**config.mk**
```make
export PLATFORM = sky130hd
export DESIGN_NAME = pc_call_stack
export DESIGN_NICKNAME = d
export VERILOG_FILES = /design/src/rtl/pc_call_stack_pkg.sv /design/src/rtl/pc_call_stack_return_stack.sv /design/src/rtl/pc_call_stack.sv
export SDC_FILE = /design/constraint.sdc
export NUM_CORES = 1
export LEC_CHECK = 0
export CAP_MARGIN = 10
export CORE_MARGIN = 2
export CORE_UTILIZATION = 30
export CTS_BUF_LIST = sky130_fd_sc_hd__clkbuf_4 sky130_fd_sc_hd__clkbuf_8 sky130_fd_sc_hd__clkbuf_16
export DETAILED_ROUTE_END_ITERATION = 16
export SLEW_MARGIN = 20
export SYNTH_ARGS = -nofsm -noshare
export SYNTH_HDL_FRONTEND = slang
export SYNTH_SLANG_ARGS = --single-unit
```
**constraint.sdc**
```tcl
create_clock -name i_clk -period 5.6 [get_ports i_clk]
set_clock_uncertainty 0.05 [all_clocks]
set_input_delay 0.84 -clock i_clk [delete_from_list [all_inputs] [get_ports i_clk]]
set_output_delay 0.84 -clock i_clk [all_outputs]
set_load 0.005 [all_outputs]
```
**src/rtl/pc_call_stack_pkg.sv**
```systemverilog
// Shared definitions for the program counter / return-address stack.
//
// The J_* macros are the next-PC source codes that the control unit drives
// on j_mode. They live beside the control-unit macros, with one `define per
// code. The package wraps the same codes in an enum so that the RTL can use
// typed case labels.
`ifndef PC_CALL_STACK_DEFS
`define PC_CALL_STACK_DEFS
`define J_NEXT 2'b00
`define J_IMM  2'b01
`define J_RET  2'b10
`define J_COND 2'b11
`endif

package pc_call_stack_pkg;

    // Next-PC source select, as driven by the control unit
    typedef enum logic [1:0] {
        JM_NEXT = `J_NEXT,
        JM_IMM  = `J_IMM,
        JM_RET  = `J_RET,
        JM_COND = `J_COND
    } j_mode_e;

endpackage

```
**src/rtl/pc_call_stack_return_stack.sv**
```systemverilog
// DEPTH x ADDR_W LIFO holding the return addresses.
//
// Ports:
//   clk, rst   rising-edge clock; asynchronous, active-high reset (clears only sp)
//   push, pop  stack operations; the top never asserts both together
//   din        value to push
//   dout       current top-of-stack entry (stack[sp-1]); only meaningful when !empty
//   sp         occupancy, 0..DEPTH
//   full       sp == DEPTH
//   empty      sp == 0
//   ovf_evt    push requested while full (combinational event)
//   unf_evt    pop requested while empty (combinational event)
module pc_call_stack_return_stack #(
    parameter int ADDR_W = 8,
    parameter int DEPTH  = 8,
    parameter int SP_W   = $clog2(DEPTH) + 1
) (
    input  logic              clk,
    input  logic              rst,
    input  logic              push,
    input  logic              pop,
    input  logic [ADDR_W-1:0] din,
    output logic [ADDR_W-1:0] dout,
    output logic [SP_W-1:0]   sp,
    output logic              full,
    output logic              empty,
    output logic              ovf_evt,
    output logic              unf_evt
);

    localparam int IDX_W = $clog2(DEPTH);

    logic [ADDR_W-1:0] mem [DEPTH];
    logic [SP_W-1:0]   sp_q;
    logic [SP_W-1:0]   sp_d;
    logic [SP_W-1:0]   sp_dec;
    logic              wr_en;
    logic              rd_en;

    // A rejected push or pop leaves sp untouched and is only reported as an event
    always_comb begin
        full    = (sp_q == SP_W'(DEPTH));
        empty   = (sp_q == '0);
        wr_en   = push & ~full;
        rd_en   = pop & ~empty;
        ovf_evt = push & full;
        unf_evt = pop & empty;
        sp_dec  = sp_q - SP_W'(1);
        dout    = mem[sp_dec[IDX_W-1:0]];
        sp_d    = sp_q;
        if (wr_en) begin
            sp_d = sp_q + SP_W'(1);
        end else if (rd_en) begin
            sp_d = sp_dec;
        end
    end

    always_ff @(posedge clk or posedge rst) begin
        if (rst) begin
            sp_q <= '0;
        end else begin
            sp_q <= sp_d;
        end
    end

    // The storage array has no reset: an entry is only ever read after it
    // has been written, because sp guards every read.
    always_ff @(posedge clk) begin
        if (wr_en) begin
            mem[sp_q[IDX_W-1:0]] <= din;
        end
    end

    assign sp = sp_q;

endmodule

```
**src/rtl/pc_call_stack.sv**
```systemverilog
// Program counter with a hardware return-address stack. This block sits
// directly downstream of the control unit.
//
// Ports:
//   i_clk, i_rst  clock; asynchronous, active-high reset
//   i_jump        qualifies j_mode=J_IMM
//   i_j_mode      next-PC source: J_NEXT / J_IMM / J_RET / J_COND
//   i_call        push PC+1 onto the return stack
//   i_return      pop the return stack into o_ret_addr
//   i_PCw         PC write enable
//   i_target      jump/call target
//   i_cond        branch condition for J_COND
//   o_pc          current fetch address
//   o_ret_addr    last popped return address
//   o_sp          stack occupancy
//   o_full        stack is full
//   o_empty       stack is empty
//   o_ovf         sticky flag: push attempted while the stack was full
//   o_unf         sticky flag: pop attempted while the stack was empty
//   o_err         one-cycle pulse: call and return were requested together
module pc_call_stack
    import pc_call_stack_pkg::*;
#(
    parameter int                ADDR_W    = 8,
    parameter int                DEPTH     = 8,
    parameter logic [ADDR_W-1:0] RESET_VEC = '0,
    parameter int                SP_W      = $clog2(DEPTH) + 1
) (
    input  logic              i_clk,
    input  logic              i_rst,
    input  logic              i_jump,
    input  logic [1:0]        i_j_mode,
    input  logic              i_call,
    input  logic              i_return,
    input  logic              i_PCw,
    input  logic [ADDR_W-1:0] i_target,
    input  logic              i_cond,
    output logic [ADDR_W-1:0] o_pc,
    output logic [ADDR_W-1:0] o_ret_addr,
    output logic [SP_W-1:0]   o_sp,
    output logic              o_full,
    output logic              o_empty,
    output logic              o_ovf,
    output logic              o_unf,
    output logic              o_err
);

    logic [ADDR_W-1:0] pc_q, pc_d;
    logic [ADDR_W-1:0] ret_addr_q, ret_addr_d;
    logic              ovf_q, ovf_d;
    logic              unf_q, unf_d;
    logic              err_q, err_d;

    logic [ADDR_W-1:0] pc_inc;
    logic              push;
    logic              pop;
    logic [ADDR_W-1:0] stk_dout;
    logic              stk_empty;
    logic              ovf_evt;
    logic              unf_evt;

    // A simultaneous call and return is treated as a conflict: the stack is
    // left alone and only the error pulse is raised.
    always_comb begin
        push   = i_call & ~i_return;
        pop    = i_return & ~i_call;
        pc_inc = pc_q + ADDR_W'(1);
    end

    pc_call_stack_return_stack #(
        .ADDR_W (ADDR_W),
        .DEPTH  (DEPTH),
        .SP_W   (SP_W)
    ) u_return_stack (
        .clk     (i_clk),
        .rst     (i_rst),
        .push    (push),
        .pop     (pop),
        .din     (pc_inc),
        .dout    (stk_dout),
        .sp      (o_sp),
        .full    (o_full),
        .empty   (stk_empty),
        .ovf_evt (ovf_evt),
        .unf_evt (unf_evt)
    );

    // The PC update is independent of call/return. The control unit sequences
    // a return as a pop edge followed by a J_RET edge, so J_RET always reads
    // the registered return address rather than the stack itself.
    always_comb begin
        pc_d = pc_q;
        if (i_PCw) begin
            unique case (j_mode_e'(i_j_mode))
                JM_NEXT: pc_d = pc_inc;
                JM_IMM:  pc_d = i_jump ? i_target : pc_inc;
                JM_RET:  pc_d = ret_addr_q;
                JM_COND: pc_d = i_cond ? i_target : pc_inc;
                default: pc_d = pc_inc;
            endcase
        end

        ret_addr_d = ret_addr_q;
        if (pop) begin
            ret_addr_d = stk_empty ? '0 : stk_dout;
        end

        ovf_d = ovf_q | ovf_evt;
        unf_d = unf_q | unf_evt;
        err_d = i_call & i_return;
    end

    always_ff @(posedge i_clk or posedge i_rst) begin
        if (i_rst) begin
            pc_q       <= RESET_VEC;
            ret_addr_q <= '0;
            ovf_q      <= 1'b0;
            unf_q      <= 1'b0;
            err_q      <= 1'b0;
        end else begin
            pc_q       <= pc_d;
            ret_addr_q <= ret_addr_d;
            ovf_q      <= ovf_d;
            unf_q      <= unf_d;
            err_q      <= err_d;
        end
    end

    assign o_pc       = pc_q;
    assign o_ret_addr = ret_addr_q;
    assign o_empty    = stk_empty;
    assign o_ovf      = ovf_q;
    assign o_unf      = unf_q;
    assign o_err      = err_q;

endmodule
```
* Word level (Yosys, flattened, before mapping)
Memories as Yosys holds them, arrays and structs flattened. Cells that the tools add are included.
Operators by class: $add $sub $neg 3, multipliers 0, div/mod/pow operators 0, magnitude comparators 0, equal/unequal tests 4, shift operators 0, mux-type cells 8, bitwise gates (word level) 13, reductions and logical operators 3
Operators by type and width (count):
- case mux 8 bit (4 select lines) | 1
- two-way mux 8 bit | 3
- adder 8 x 1 -> 8 bit (second input constant) | 1
- two-way mux 4 bit | 2
- AND 1 bit | 7
- adder 4 x 1 -> 4 bit (second input constant) | 1
- == test 2 bit (second input constant) | 2
- == test 4 bit (second input constant) | 1
- logical NOT 4 bit | 1
- NOT 1 bit | 4
- subtractor 4 x 1 -> 4 bit (second input constant) | 1
- == test 2 x 1 -> 1 bit (second input constant) | 1
- logical NOT 2 bit | 1
- two-way mux 1 bit | 2
- OR 1 bit | 2
- nonzero test 2 bit | 1
Word-level totals: flip-flop bits (word level) 23, latch bits 0, bits in writable memories 64, memory bits (read-only) 0, input port bits 17, output and inout port bits 25, word-level logic and storage cells 38, memories 1
Memory list:
- u_return_stack.mem | depth 8, bits a word 8, rd ports 1, clocked after memory_dff 0, write ports 1, line pc_call_stack_return_stack.sv:33 | logic [ADDR_W-1:0] mem [DEPTH];

* Longest topological paths before layout
Gate-level depths: netlist of run 1.
depth in word-level cells 5, depth in mapped cells 8, depth with buffers taken out 6

* Modules after synthesis
A second synthesis of run 1 with hierarchy kept.
Unflattened totals: cell total of the unflattened synthesis 273, area, all modules 3998.8 µm²
Modules (own cells, without submodules):
- pc_call_stack_return_stack | times used 1, cells an instance 147, area each 2881.5 µm²
- pc_call_stack | times used 1, cells an instance 126, area each 1117.3 µm²

* Least setup slack after synthesis of run 1
Ideal clock, no wire load.
kind in2reg, start input port i_call, end memory u_return_stack.mem[0][0] (enable), library setup time 0.383 ns, data arrival time 1.967 ns, path slack 3.200 ns, cell stages on the path 4, path buffers 0, cell sequence nor2b_1 > nor2b_1 > nand2_1 > nor3_1
Between the ends: cells in the longest elaborated chain, start to end 4
RTL lines:
- from (decl) | line pc_call_stack.sv:33 | input logic i_call,
- AND 1 bit | line pc_call_stack.sv:65 | push = i_call & ~i_return;
- AND 1 bit | line pc_call_stack_return_stack.sv:44 | wr_en = push & ~full;
- two-way mux 1 bit | line pc_call_stack_return_stack.sv:69 | if (wr_en) begin
- two-way mux 1 bit (not written as such) | line pc_call_stack_return_stack.sv:70 | mem[sp_q[IDX_W-1:0]] <= din;
- to (decl) | line pc_call_stack_return_stack.sv:33
No other way between the ends.

* Final worst setup path of run 1
start register u_return_stack.sp_q[0], in the netlist u_return_stack.sp[0], end output port o_empty
Between the ends: cells in the longest elaborated chain, start to end 1
RTL lines:
- from (decl) | line pc_call_stack_return_stack.sv:34 | logic [SP_W-1:0] sp_q;
- from (signal assigned) | line pc_call_stack_return_stack.sv:62 | sp_q <= sp_d;
- logical NOT 4 bit | line pc_call_stack_return_stack.sv:43 | empty = (sp_q == '0);
- to (decl) | line pc_call_stack.sv:42 | output logic o_empty,
No other way between the ends.

==> results_dict.tcl, run 1 <==
set metrics [dict create \
    synth.lib_cells_used.distinct 46 \
    cap_violations 0 \
    dp_hpwl_mm 5.65 \
    detail_route.wirelength_mm 8.15 \
    grt_antenna_before_repair 0 \
    die-width_um 117 \
    synthTopCellsByCount "sky130_fd_sc_hd__edfxtp_1, sky130_fd_sc_hd__nand2_1, sky130_fd_sc_hd__dfrtp_1, sky130_fd_sc_hd__mux4_2" \
    cell_area_after_synthesis_um2 3800 \
    floorplan.initialDensity_pct 30.4 \
    route.detailed.wl_per_inst_um 17.2 \
    synth_area_per_cell_um2 14.7 \
    post_synth_inst_count 258 \
    vias 2342 \
    cts_hold_buf 0 \
    vias_in_the_first_global_route 2382 \
    route.detailed.drc 0 \
    netlist.top_cell.by_area "sky130_fd_sc_hd__edfxtp_1" \
    critPathLaunchType "flip-flop" \
    std_cell_rows 41 \
    r2r.worst_path.cells 7 \
    synth-warning-count 0 \
    report.final.hold_viol_count 0 \
    layout-area-overhead-vs-synth_pct 23.2 \
    slew_headroom_pct 32.5 \
    cts_root_buffer "sky130_fd_sc_hd__clkbuf_16" \
    power.ir.vdd_worst_uv 164 \
    power-per-cell-area_nw_per_um2 490 \
    net_count_after_synthesis 278 \
    ctsHtreeMaxLevel 3 \
    detail_route.vias_per_cell 4.93 \
    slew_viol_final 0 \
    fillers 1213 \
    cts_tree "yes" \
    die-height_um 117 \
    synth-edff-count 64 \
    setup.worst_path.class "flip-flop to output pin" \
    synth_flop_cell "sky130_fd_sc_hd__edfxtp_1" \
    place_worst_setup_slack_ps 2190 \
    yosys.cell_count.top_type "sky130_fd_sc_hd__edfxtp_1" \
    gpl.final_weighted_congestion 0.798 \
    worst_setup_hold_path_clk_slew_ps 70 \
    grt_remaining_overflow 0 \
    rsz_0062_raised_after_global_routing "false" \
    antenna-diode-count 0 \
    critPathCaptureType "output pin" \
    post_cts_buffers 0 \
    cts_num_sinks 87 \
    synth.ff_latch_count 87 \
    count_of_routing_violations_after_the_opening_detailed_route_iteration 200 \
    grt_usage_pct 12.7 \
    synth_sequential_area_ratio_pct 65.7 \
    clock_latency_ps 330 \
    timing.final.ws_setup_ps 2250 \
    timing.final.crit_period_ps 3350 \
    detail_route.first_pass.iterations 4 \
    required_ps 4710 \
    io_pins 42 \
    timing.fmax_mhz 298 \
    worst-slew-pin-transition_ps 1010 \
    outcome "completed" \
    cp_data_arrival_time_ps 2460 \
    finalSetupViolations 0 \
    die_area_um2 13600 \
    synth_top_cells_by_area "sky130_fd_sc_hd__edfxtp_1, sky130_fd_sc_hd__dfrtp_1, sky130_fd_sc_hd__mux4_2" \
    io_buf_count 41 \
    core_area_um2 12500 \
    drive_gt1_share_pct 12.5 \
    clk_path_buf_depth 2 \
    postSynth.asyncResetShare_pct 26.4 \
    p_leak_uw 0.00164 \
    count_of_nets_left_with_antenna_violations_after_detail_routing 0 \
    nets 318 \
    hold_path_depth 1 \
    cts_repair_resize_count 0 \
    path_max_fanout 24 \
    synthDominantCellAreaShare_pct 50.6 \
    tritoncts.num_buffers 9 \
    worst-r2r-setup-slack_ps 2680 \
    post-route-period-util_pct 59.9 \
    wire_length_of_the_first_global_routing_pass_mm 12.8 \
    tns_ps 0 \
    grt_max_degree 25 \
    hold_path_class "flip-flop to flip-flop" \
]
-- cell usage in the layout (no fill, tap or decap), types with 2 or more instances in the layout --
| cell | n |
|---|---|
| sky130_fd_sc_hd__a32oi_1 | 10 |
| sky130_fd_sc_hd__o311ai_0 | 2 |
| sky130_fd_sc_hd__nand2b_1 | 4 |
| sky130_fd_sc_hd__a22o_1 | 5 |
| sky130_fd_sc_hd__mux4_2 | 12 |
| sky130_fd_sc_hd__o21ai_0 | 6 |
| sky130_fd_sc_hd__o31ai_1 | 2 |
| sky130_fd_sc_hd__a21oi_1 | 3 |
| sky130_fd_sc_hd__edfxtp_1 | 64 |
| sky130_fd_sc_hd__mux4_1 | 2 |
| sky130_fd_sc_hd__dfrtp_1 | 23 |
| sky130_fd_sc_hd__nor3_2 | 4 |
| sky130_fd_sc_hd__nand2_1 | 28 |
| sky130_fd_sc_hd__ha_1 | 3 |
| sky130_fd_sc_hd__nand3b_1 | 2 |
| sky130_fd_sc_hd__nand3_1 | 6 |
| sky130_fd_sc_hd__a31oi_1 | 7 |
| sky130_fd_sc_hd__or3_1 | 2 |
| sky130_fd_sc_hd__and3_1 | 2 |
| sky130_fd_sc_hd__or2_0 | 2 |
| sky130_fd_sc_hd__clkbuf_16 | 9 |
| sky130_fd_sc_hd__inv_1 | 10 |
| sky130_fd_sc_hd__xnor2_1 | 5 |
| sky130_fd_sc_hd__xor2_1 | 2 |
| sky130_fd_sc_hd__nor2b_1 | 6 |
| sky130_fd_sc_hd__a21o_1 | 3 |
| sky130_fd_sc_hd__a32o_1 | 2 |
| sky130_fd_sc_hd__clkdlybuf4s50_1 | 41 |
| sky130_fd_sc_hd__nor2_1 | 9 |
| sky130_fd_sc_hd__clkinvlp_4 | 2 |
| sky130_fd_sc_hd__mux2i_1 | 4 |
| sky130_fd_sc_hd__o211ai_1 | 2 |
-- sequential cells by signal (all words and copies together) (netlist names) --
| register | cells |
|---|---|
| o_unf | 1 |
| o_err | 1 |
| u_return_stack.sp | 4 |
| o_pc | 8 |
| o_ovf | 1 |
| u_return_stack.mem | 64 |
| o_ret_addr | 8 |
-- layout make-up --
class                           instances  area (um2)  share of cell area [%]
Inverter                               10        37.5                   0.802
Sequential cell                        87        2500                    53.4
Tap cell                              172         215                    4.60
Timing Repair Buffer                   42         418                    8.93
Clock buffer                            9         225                    4.81
Clock inverter                          7        71.3                    1.52
Multi-Input combinational cell        148        1220                    26.0
-- routing by layer --
| layer | vias up | routed length, um | GRT usage (%) |
|---|---|---|---|
| met5 | - | 0 | 0 |
| met4 | 0 | 82 | 3.61 |
| met3 | 9 | 404 | 2.80 |
| met2 | 66 | 3850 | 20.5 |
| met1 | 1187 | 3810 | 17.3 |
| li1 | 1080 | - | - |
-- power by group --
group          switching [uW]  internal, uW  total, uW  leakage, uW
clock network             243           345        588     0.000136
logic                     387           377        765     0.000645
registers                97.9           842        940     0.000862
total                     728          1560       2290      0.00164
-- metrics by stage --
step                      hold slack [ps]  total power, uW  util, %  instances  cell area, um2
after floorplan                       401             1430        -        258            3800
after global placement                387             1710     34.9        459            4360
after detailed placement              397             1720     34.9        459            4360
after CTS                             412             2310     37.2        475            4660
final                                 412             2290     37.4        475            4680
after global routing                  420             2420     37.4        475            4680
-- path summary, 6_finish.rpt --
kind	startpoint	end
worst max-delay path	u_return_stack.sp[0]	o_empty
worst min-delay path	o_ovf	o_ovf
worst max register to register	u_return_stack.sp[0]	o_ret_addr[6]
worst min register to register	o_ovf	o_ovf
max in group asynchronous	i_rst	o_pc[3]
min in group asynchronous	i_rst	o_pc[7]
-- critical path: stages, from the launching register on --
cell and delay, ps:
sky130_fd_sc_hd__dfrtp_1 360, sky130_fd_sc_hd__buf_4 250, sky130_fd_sc_hd__inv_1 250, sky130_fd_sc_hd__ha_1 360, sky130_fd_sc_hd__nor3b_2 340, sky130_fd_sc_hd__clkdlybuf4s50_1 560
-- kinds of logic (layout without fill, tap and decap cells) --
| group | Yosys count | in the layout | share of synthesized area (%) |
|---|---|---|---|
| flip-flops | 87 | 87 | 65.7 |
| AND/OR/NAND/NOR | 71 | 71 | 9.42 |
| AO/OA/AOI/OAI | 47 | 47 | 9.19 |
| buffers and inverters | 23 | 68 | 2.80 |
| multiplexers | 19 | 19 | 9.85 |
| XOR/XNOR | 8 | 8 | 2.04 |
| adder cells (fa/ha/maj) | 3 | 3 | 0.988 |
Power figures use the tool's default switching activity.
==> run 2, diff against run 1 <==
==> constraint.sdc (replaced) <==
create_clock -name i_clk -period 3.5 [get_ports i_clk]
set_clock_uncertainty 0.05 [all_clocks]
set_input_delay 0.525 -clock i_clk [delete_from_list [all_inputs] [get_ports i_clk]]
set_output_delay 0.525 -clock i_clk [all_outputs]
set_load 0.005 [all_outputs]
==> run 2 against run 1 <==
  * Register-to-register slack got worse by 1700 ps
  * Clock power rose by 61%
  * Critical path type unchanged
  * Sequential share of layout area shrank 0.23 points
  * Power up 60%
==> results_dict.tcl, run 2 (synthesis results as in run 1) <==
set metrics [dict create \
    layout_common_cells "sky130_fd_sc_hd__edfxtp_1, sky130_fd_sc_hd__clkdlybuf4s50_1, sky130_fd_sc_hd__nand2_1, sky130_fd_sc_hd__dfrtp_1, sky130_fd_sc_hd__mux4_2" \
    floorplan.initialDensity_pct 30.4 \
    slew_viol_final 0 \
    cts_root_buffer "sky130_fd_sc_hd__clkbuf_16" \
    worst-slew-pin-transition_ps 917 \
    cap_violations 0 \
    layout_commonest_cell "sky130_fd_sc_hd__edfxtp_1" \
    power.ir.vdd_worst_uv 281 \
    finalSetupViolations 0 \
    grt_antenna_before_repair 0 \
    core_area_um2 12500 \
    grt_remaining_overflow 0 \
    report.final.hold_viol_count 0 \
    grt_usage_pct 13.2 \
    r2r.worst_path.cells 6 \
    hold-path-endpoint "o_ovf" \
    count_of_routing_violations_after_the_opening_detailed_route_iteration 240 \
    slew_headroom_pct 38.8 \
    worst-r2r-setup-slack_ps 960 \
    antenna-diode-count 0 \
    vias_in_the_first_global_route 2253 \
    crit_path_top_delay_cell "sky130_fd_sc_hd__clkdlybuf4s50_1" \
    critical_path.cell_chain "inv_1, ha_1, nor3b_2, clkdlybuf4s50_1" \
    worst_setup_hold_path_clk_slew_ps 60 \
    cp_data_arrival_time_ps 2080 \
    tns_ps 0 \
    gpl.final_weighted_congestion 0.825 \
    gr-usage-met2_pct 20.8 \
    required_ps 2920 \
    largest_reg_flops 64 \
    critical_path.max_stage_delay_ps 550 \
    route.detailed.wl_per_inst_um 17.7 \
    detail_route.first_pass.iterations 4 \
    ctsHtreeMaxLevel 3 \
    wire_length_of_the_first_global_routing_pass_mm 13.1 \
    detail_route.wirelength_mm 8.47 \
    die_area_um2 13600 \
    hold_path_class "flip-flop to flip-flop" \
    timing.hold.worst.start "o_ovf" \
    hold_path_depth 1 \
    gr-max-usage-layer "met2" \
    detail_route.vias_per_cell 4.81 \
    grt_max_degree 24 \
    drive_gt1_share_pct 13.0 \
    timing.final.crit_period_ps 2650 \
    timing.fmax_mhz 377 \
    critPathLaunchType "flip-flop" \
    setup.worst_path.class "flip-flop to output pin" \
    grtUsageMet3_pct 2.96 \
    rsz_0062_raised_after_global_routing "false" \
    die-height_um 117 \
    reg_to_reg_startpoint "u_return_stack.sp[1]" \
    dp_hpwl_mm 5.94 \
    p_leak_uw 0.00167 \
    tritoncts.num_buffers 9 \
    clock_latency_ps 330 \
    power-per-cell-area_nw_per_um2 782 \
    cts_hold_buf 0 \
    post-route-period-util_pct 75.8 \
    cts_repair_resize_count 0 \
    path_max_fanout 12 \
    regToRegEndpoint "o_ret_addr[6]" \
    gr-usage-met1_pct 18.1 \
    vias 2308 \
    layout-area-overhead-vs-synth_pct 23.7 \
    cts_tree "yes" \
    finalCoreUtilization_pct 37.6 \
    critPathCaptureType "output pin" \
    io_pins 42 \
    std_cell_rows 41 \
    nets 323 \
    io_buf_count 41 \
    cts_num_sinks 87 \
    die-width_um 117 \
    clk_path_buf_depth 2 \
    count_of_nets_left_with_antenna_violations_after_detail_routing 0 \
    post_cts_buffers 0 \
    outcome "completed" \
    route.detailed.drc 0 \
]
run 2: changes by cell type in the layout (fill, tap and decap cells not counted):
| cell | previous run | this run |
|---|---|---|
| sky130_fd_sc_hd__nor3_1 | 1 | 5 |
| sky130_fd_sc_hd__clkinv_2 | 0 | 1 |
| sky130_fd_sc_hd__nor3_2 | 4 | 0 |
| sky130_fd_sc_hd__clkinvlp_2 | 1 | 0 |
| sky130_fd_sc_hd__inv_6 | 1 | 0 |
| sky130_fd_sc_hd__clkinv_1 | 1 | 0 |
| sky130_fd_sc_hd__clkbuf_4 | 0 | 2 |
| sky130_fd_sc_hd__buf_4 | 1 | 6 |
run 2: per-layer routing:
metal  vias up  wire [um]
li1       1089          -
met1      1143       3870
met2        69       4050
met3         7        473
met4         0         80
met5         -          0
run 2: worst max path at each step:
stage,startpoint,to,slack [ps],cells after the start
global placement,i_call,u_return_stack.mem[2][0],820,5
finish,u_return_stack.sp[1],o_empty,850,4
detailed placement,i_call,u_return_stack.mem[2][0],770,5
CTS,u_return_stack.sp[1],o_empty,830,4
global route,u_return_stack.sp[1],o_empty,700,4
floorplan,u_return_stack.sp[0],u_return_stack.mem[0][0],1240,6
run 2: area by class of cell:
type,count,area [um2]
clock inverters,5,58.8
repair buffers,47,455
multi-input cells,148,1200
well taps,172,215
flip-flops and latches,87,2500
fillers,1221,7820
inverters,10,37.5
clock buffers,11,240
run 2: per-stage QoR:
stage	hold slack (ps)	worst slack, ps	power (uW)	instance area, um2	cells
floorplan	401	1240	2280	3800	258
global placement	393	822	2750	4400	464
detailed placement	416	769	2770	4400	464
CTS	433	832	3720	4700	480
global route	443	704	3880	4700	480
finish	428	848	3680	4700	480
run 2: critical path: cells and delay by family, from the launching register on:
family	cells	cell delay [ps]
adder cells (fa/ha/maj)	1	290
AND/OR/NAND/NOR	1	310
flip-flops	1	490
buffers and inverters	2	650
run 2: report_power, final:
group	leakage (uW)	total [uW]	internal, uW	switching, uW
Sequential	0.000862	1510	1350	158
Combinational	0.000668	1220	608	614
Clock	0.000143	948	569	380
==> run 3, diff against run 2 <==
==> constraint.sdc (replaced) <==
create_clock -name i_clk -period 2.5 [get_ports i_clk]
set_clock_uncertainty 0.05 [all_clocks]
set_input_delay 0.375 -clock i_clk [delete_from_list [all_inputs] [get_ports i_clk]]
set_output_delay 0.375 -clock i_clk [all_outputs]
set_load 0.005 [all_outputs]
==> run 3 against run 2 <==
  * Worst hold slack worse by 84 ps
  * Count of clock-buffer cells in the layout fell by 1
  * Sequential power up 38%
  * First-iteration DRC count rose by 10%
  * Sequential share of layout area down 1.6 points
  * Routed wire length grew 6.3%
  * Combinational power rose by 60%
==> results_dict.tcl, run 3 (synthesis results as in run 1) <==
set metrics [dict create \
    worst_setup_hold_path_clk_slew_ps 60 \
    io_pins 42 \
    critical_path.max_stage_delay_ps 540 \
    std_cell_rows 41 \
    layout_commonest_cell "sky130_fd_sc_hd__edfxtp_1" \
    cts_repair_resize_count 0 \
    detail_route.first_pass.iterations 4 \
    post_dp_cell_area_um2 4540 \
    timing.fmax_mhz 422 \
    tns_ps 0 \
    gpl.final_weighted_congestion 0.795 \
    crit_path_top_delay_cell "sky130_fd_sc_hd__clkdlybuf4s50_1" \
    required_ps 2080 \
    cp_data_arrival_time_ps 1950 \
    cts_hold_buf 0 \
    route.detailed.drc 0 \
    cts_root_buffer "sky130_fd_sc_hd__clkbuf_16" \
    dp_hpwl_mm 6.42 \
    die-width_um 117 \
    largest_reg_flops 64 \
    route.detailed.wl_per_inst_um 18.1 \
    critPathLaunchType "flip-flop" \
    grt_antenna_before_repair 0 \
    timing.final.ws_setup_ps 129 \
    io_buf_count 41 \
    die_area_um2 13600 \
    detail_route.wirelength_mm 9.00 \
    path_max_fanout 6 \
    hold_path_class "primary input to async pin" \
    critical_path.cell_chain "inv_1, ha_1, nor3b_4, clkdlybuf4s50_1" \
    rsz_0062_raised_after_global_routing "false" \
    grt_usage_pct 14.0 \
    power-per-cell-area_nw_per_um2 1100 \
    grt_max_degree 24 \
    clk_path_buf_depth 2 \
    timing.final.crit_period_ps 2370 \
    outcome "completed" \
    post-route-period-util_pct 94.8 \
    finalCoreUtilization_pct 38.7 \
    cts_num_sinks 87 \
    setup.worst_path.class "flip-flop to output pin" \
    critPathCaptureType "output pin" \
    p_leak_uw 0.00177 \
    r2r.worst_path.cells 6 \
    power.ir.vdd_worst_uv 454 \
    floorplan.initialDensity_pct 30.4 \
    clock_latency_ps 330 \
    layout_common_cells "sky130_fd_sc_hd__edfxtp_1, sky130_fd_sc_hd__clkdlybuf4s50_1, sky130_fd_sc_hd__nand2_1, sky130_fd_sc_hd__buf_4, sky130_fd_sc_hd__dfrtp_1" \
    vias_in_the_first_global_route 2450 \
    stdcell_area_um2 4840 \
    nets 342 \
    count_of_routing_violations_after_the_opening_detailed_route_iteration 264 \
    die-height_um 117 \
    tritoncts.num_buffers 9 \
    antenna-diode-count 0 \
    slew_headroom_pct 52.1 \
    ctsHtreeMaxLevel 3 \
    count_of_nets_left_with_antenna_violations_after_detail_routing 0 \
    post_cts_buffers 0 \
    cts_tree "yes" \
    vias 2404 \
    worst-slew-pin-transition_ps 718 \
    core_area_um2 12500 \
    detail_route.vias_per_cell 4.83 \
    drive_gt1_share_pct 17.5 \
    slew_viol_final 0 \
    report.final.hold_viol_count 0 \
    grt_remaining_overflow 0 \
    wire_length_of_the_first_global_routing_pass_mm 13.8 \
    cap_violations 0 \
    layout-area-overhead-vs-synth_pct 27.4 \
    place_worst_setup_slack_ps 225 \
    finalSetupViolations 0 \
]
==> run 3: layout make-up <==
| type | count | area [um2] |
|---|---|---|
| clock inverters | 5 | 58.8 |
| well taps | 172 | 215 |
| fillers | 1178 | 7670 |
| inverters | 10 | 37.5 |
| flip-flops and latches | 87 | 2500 |
| multi-input cells | 148 | 1200 |
| repair buffers | 66 | 598 |
| clock buffers | 10 | 233 |
==> run 3: worst paths after layout <==
| kind | to | slack [ps] | start |
|---|---|---|---|
| max in group asynchronous | o_pc[6] | 1820 | i_rst |
| min in group i_clk | o_ovf | 420 | o_ovf |
| worst min register to register | o_ovf | 420 | o_ovf |
| worst max-delay path | o_empty | 130 | u_return_stack.sp[0] |
| worst max register to register | o_ret_addr[7] | 390 | u_return_stack.sp[0] |
| worst min-delay path | o_ovf | 340 | i_rst |
==> run 3: per-stage QoR <==
stage / cells / power, uW / hold WS [ps]
CTS: 498 / 5360 / 351
global placement: 483 / 4020 / 388
global route: 498 / 5590 / 401
detailed placement: 483 / 4060 / 424
floorplan: 258 / 3190 / 327
finish: 498 / 5330 / 344
==> run 3: power by group <==
part | switching, uW | internal [uW]
registers | 190 | 1890
clock network | 524 | 781
logic | 975 | 975
==> run 3: critical path, delay by kind of cell (launching register included) <==
family	cells	cell delay, ps
DFF	1	380
adders and majority gates	1	310
buffers and inverters	2	620
and+or+nand+nor	1	300
==> run 3: metal layers <==
| metal | vias to the layer above | share of wire (%) | track usage, % |
|---|---|---|---|
| li1 | 1128 | - | - |
| met1 | 1183 | 46 | 19.0 |
| met2 | 83 | 47 | 21.8 |
| met3 | 10 | 5.2 | 2.34 |
| met4 | 0 | 2.2 | 6.98 |
| met5 | - | 0 | 0 |
